## src/rtl/fir4_inv_u.sv

```systemverilog
// Inverse of a 4-tap moving-sum filter: recovers x_k from s_k with a one-entry
// ready/valid output buffer, a saturating "primed" counter and a sticky range error.
module fir4_inv_u #(
    parameter int w = 16
) (
    input  logic         clk,
    input  logic         reset,
    input  logic [w+1:0] s,
    input  logic         in_valid,
    output logic         in_ready,
    output logic [w-1:0] a,
    output logic         out_valid,
    input  logic         out_ready,
    output logic         primed,
    output logic         err
);

    typedef enum logic {EMPTY, FULL} state_t;

    state_t              state;
    state_t              state_next;
    logic [w+1:0]        prior_sum;
    logic [w-1:0]        shift [4];
    logic [2:0]          count;
    logic                accept;
    logic signed [w+3:0] r;
    logic                out_of_range;

    assign in_ready = !out_valid || out_ready;
    assign accept   = in_valid && in_ready;

    // x_k = s_k - s_(k-1) + x_(k-4); shift[3] holds x_(k-4) when s_k arrives
    assign r = $signed({2'b00, s}) - $signed({2'b00, prior_sum})
             + $signed({4'b0000, shift[3]});

    // Any nonzero bit above the w-bit field means negative or too large
    assign out_of_range = (r[w+3:w] != 4'b0000);

    always_ff @(posedge clk) begin
        if (reset) begin
            state <= EMPTY;
        end else begin
            state <= state_next;
        end
    end

    always_comb begin
        state_next = state;
        case (state)
            EMPTY: if (accept) state_next = FULL;
            FULL: begin
                if (accept) begin
                    state_next = FULL;
                end else if (out_ready) begin
                    state_next = EMPTY;
                end
            end
            default: state_next = EMPTY;
        endcase
    end

    always_comb begin
        out_valid = (state == FULL);
    end

    always_ff @(posedge clk) begin
        if (reset) begin
            prior_sum <= '0;
            for (int i = 0; i < 4; i++) begin
                shift[i] <= '0;
            end
            count  <= '0;
            a      <= '0;
            primed <= 1'b0;
            err    <= 1'b0;
        end else if (accept) begin
            prior_sum <= s;
            shift[0]  <= r[w-1:0];
            shift[1]  <= shift[0];
            shift[2]  <= shift[1];
            shift[3]  <= shift[2];
            a         <= r[w-1:0];
            if (count != 3'd4) begin
                count <= count + 3'd1;
            end
            // primed follows the count after this acceptance
            primed <= (count >= 3'd3);
            err    <= err | out_of_range;
        end
    end

endmodule

```

## config.mk

```make
export PLATFORM = sky130hd
export DESIGN_NAME = fir4_inv_u
export DESIGN_NICKNAME = d
export VERILOG_FILES = /design/src/rtl/fir4_inv_u.sv
export SDC_FILE = /design/constraint.sdc
export NUM_CORES = 1
export LEC_CHECK = 0
export CAP_MARGIN = 20
export CORE_UTILIZATION = 59
export DETAILED_ROUTE_END_ITERATION = 8
export GPL_ROUTABILITY_DRIVEN = 0
export PLACE_DENSITY = 0.89
export SETUP_SLACK_MARGIN = 0.1
export SYNTH_ARGS = -nofsm -noshare
export SYNTH_HDL_FRONTEND = slang
export SYNTH_SLANG_ARGS = --single-unit
```

## constraint.sdc

```tcl
create_clock -name clk -period 5.5 [get_ports clk]
set_clock_uncertainty 0.2 [all_clocks]
set_input_delay 1.65 -clock clk [delete_from_list [all_inputs] [get_ports clk]]
set_output_delay 1.65 -clock clk [all_outputs]
set_load 0.1 [all_outputs]
```

==> impl_metrics.py, run 1 <==
metrics = {
    "global_routing": {
        "grt_max_degree": 65,
        "grt_pass1_vias": 4083,
        "track_usage_pct": 24.83,
        "antenna_found_initial": 0,
        "grt_overflow": 0,
        "grt_pass1_wl_um": 18890,
    },
    "clocking": {
        "numClockSinks": 104,
        "clock_latency_ps": 380,
        "h-tree-depth": 3,
        "cts-buffers-inserted": 9,
        "ctsHoldBuffers": 0,
        "cts_tree": "built",
        "cts_root_buf": "clkbuf_8",
        "cts.path.max_buffers": 2,
        "path_clk_slew_ps": 110,
    },
    "floorplanning": {
        "die_w_um": 98.29,
        "row_count": 34,
        "core-area_mm2": 0.008848,
        "initial_core_util_pct": 61.82,
        "die_area_mm2": 0.009661,
        "io_pins": 42,
        "die_h_um": 98.29,
    },
    "place": {
        "dpl_cell_area_mm2": 0.006042,
        "dp_slack_ps": -52.65,
        "portBuffers": 41,
        "dp_hpwl_um": 7768,
    },
    "yosys": {
        "synth_fp_nets": 596,
        "syn-cell-area_mm2": 0.005470,
        "synth-edff-count": 64,
        "async_reset_ff_share_pct": 0,
        "yosysUniqueCellTypes": 50,
        "synthCells": 535,
        "yosysWarnings": 0,
        "ys_seq_area_share_pct": 49.77,
        "synthFlopType": "edfxtp_1",
        "synth_area_per_cell_um2": 10.22,
        "synth-seq-cells": 104,
    },
    "timing": {
        "worst_pin_slew_ps": 992.0,
        "clock.fmax_ghz": 0.1909,
        "period_share_pct": 95.22,
        "slew_viol_final": 0,
        "setup_ws_ps": 262.8,
        "setup_viol": 0,
        "hold_violations": 0,
        "fin_crit_ps": 5237,
        "maxSlewHeadroom_pct": 33.66,
        "rsz0062_at_grt": "false",
    },
    "power": {
        "vdd_ir_drop_max_mv": 0.2983,
        "power_density_mw_per_mm2": 339.5,
        "leakagePower_nw": 2.762,
    },
    "critical_path": {
        "crit_fanout": 8,
        "critPathArrivalTime_ps": 5300,
        "critPathKind": "input pin to flip-flop",
        "cp-start-kind": "input pin",
        "cp-end-kind": "flip-flop",
        "required_ps": 5560,
    },
    "routing": {
        "vias": 4085,
        "wl_per_cell_um": 16.36,
        "routed_via_density": 5.886,
        "drcViolationCount": 6,
        "drt_wl_total_um": 11350,
        "drt_iter0_markers": 263,
        "dr.pass1.iters": 7,
        "ant_nets": 0,
    },
    "outcome": {
        "violations": "design-rule violations",
        "outcome": "finished, violations left",
    },
    "finish": {
        "post-route-util_pct": 70.67,
        "post_route_cells_drive_above_1_share_pct": 8.703,
        "syn2layout_area_growth_pct": 14.32,
        "fillers": 627,
        "fin_nets": 642,
        "diodes": 0,
        "stdcell_area_mm2": 0.006254,
    },
    "hold_path": {
        "hp-class": "flip-flop to flip-flop",
    },
    "run": {
        "max-cap-violations": 0,
    },
}
## path summary, 6_finish.rpt
kind / endpoint / cells past startpoint / startpoint / slack, ps
worst max-delay path: err$_SDFFE_PP0P_ / 16 / s[1] / 260
worst min-delay path: prior_sum[14]$_SDFFE_PP0P_ / 2 / prior_sum[14]$_SDFFE_PP0P_ / 260
worst max register to register: err$_SDFFE_PP0P_ / 16 / prior_sum[1]$_SDFFE_PP0P_ / 1550
worst min register to register: prior_sum[14]$_SDFFE_PP0P_ / 2 / prior_sum[14]$_SDFFE_PP0P_ / 260
## sequential cells by signal, indices dropped and copies added (netlist names)
signal and count:
shift 64, prior_sum 18, a 16, count 3
err 1, out_valid 1, primed 1
## metrics by stage
stage | setup TNS (ps) | std cells | hold slack, ps | total power, mW
floorplan | 0 | 535 | 236.3 | 1.476
global placement | 0 | 677 | 236.4 | 1.632
detailed placement | -98.94 | 677 | 240.5 | 1.658
CTS | 0 | 693 | 261.4 | 2.119
global route | 0 | 694 | 285.0 | 2.220
finish | 0 | 694 | 263.8 | 2.123
## report_power, final
group / switching [mW] / leakage, nW / internal [mW] / total, mW
logic: 0.468 / 1.64 / 0.253 / 0.722
registers: 0.0308 / 1.03 / 0.909 / 0.939
clock network: 0.289 / 0.0917 / 0.174 / 0.462
## cell families (layout without fill, tap and decap cells)
logic type                 count (synthesis)  in the layout  share of synthesized area (%)
and+or+nand+nor                          185            185                          17.11
AOI/OAI and AO/OA                        122            122                          15.60
DFF                                      104            104                          49.77
buffers and inverters                     60            111                          4.300
adders and majority gates                 39             39                          9.195
xor gates and xnor gates                  24             24                          3.843
muxes                                      1              1                         0.1830
## worst max-delay path, cell delays in order
cell             delay, ps
clkdlybuf4s50_1        460
ha_1                   290
nor2b_1                230
o2111ai_2              170
a31oi_1                190
nor2_1                  70
xnor2_1                220
ha_1                   370
a211oi_2               310
a31oi_1                160
a211oi_2               330
nor2_1                 120
a21o_1                 190
nor4_1                 300
o211a_1                200
a211oi_1                40
## final cells by class
type / instances / area (um2) / area share (%)
clock inverters: 7 / 60.06 / 0.9604
inverters: 36 / 135.1 / 2.161
multi-input cells: 371 / 2534 / 40.52
well taps: 108 / 135.1 / 2.161
flip-flops and latches: 104 / 2723 / 43.54
clock buffers: 9 / 123.9 / 1.981
repair buffers: 59 / 543.0 / 8.683
## synth_stat cells (7+ instances only)
cell type,count,share of area [%]
nor2_1,34,2.3
xnor2_1,20,3.2
inv_1,36,2.5
nand2_1,53,3.6
and3_1,52,5.9
nand2b_1,7,0.80
edfxtp_1,64,35
dfxtp_1,40,15
ha_1,37,8.5
a21oi_1,40,3.7
nand3_1,11,1.0
o21ai_0,19,1.7
a211oi_1,8,1.1
a21o_1,19,2.6
clkbuf_1,21,1.4
## routing by layer
layer  vias up  track usage [%]  share of wire [%]
met5         -                0                  0
met4         0            6.659                1.4
met3        20            6.800                5.0
met2       117            40.74                 47
met1      1941            32.59                 46
li1       2007                -                  -
## layout by cell type (no fill, tap or decap), drive strengths merged, types with 5 or more instances in the layout
master and count:
a211oi 10, buf 19, o21ai 20, nor3 5
edfxtp 64, nand2b 7, xnor2 20, nand2 53
dfxtp 40, inv 40, o21a 5, and3 52
nor2 34, nand3 11, and2 5, clkdlybuf4s50 40
a21o 19, clkbuf 9, ha 37, a21oi 41
## what timing repair did
item,CTS,global route
setup endpoints to repair,0,3
setup buffers,0,1
gates resized for setup,0,5
No activity file was read; power rests on OpenSTA's default activity.
==> run 2, diff against run 1 <==
TNS_END_PERCENT = 100   (was default)
==> results of run 2 <==
The final DEF is identical to that of run 1; final timing and power are the same.
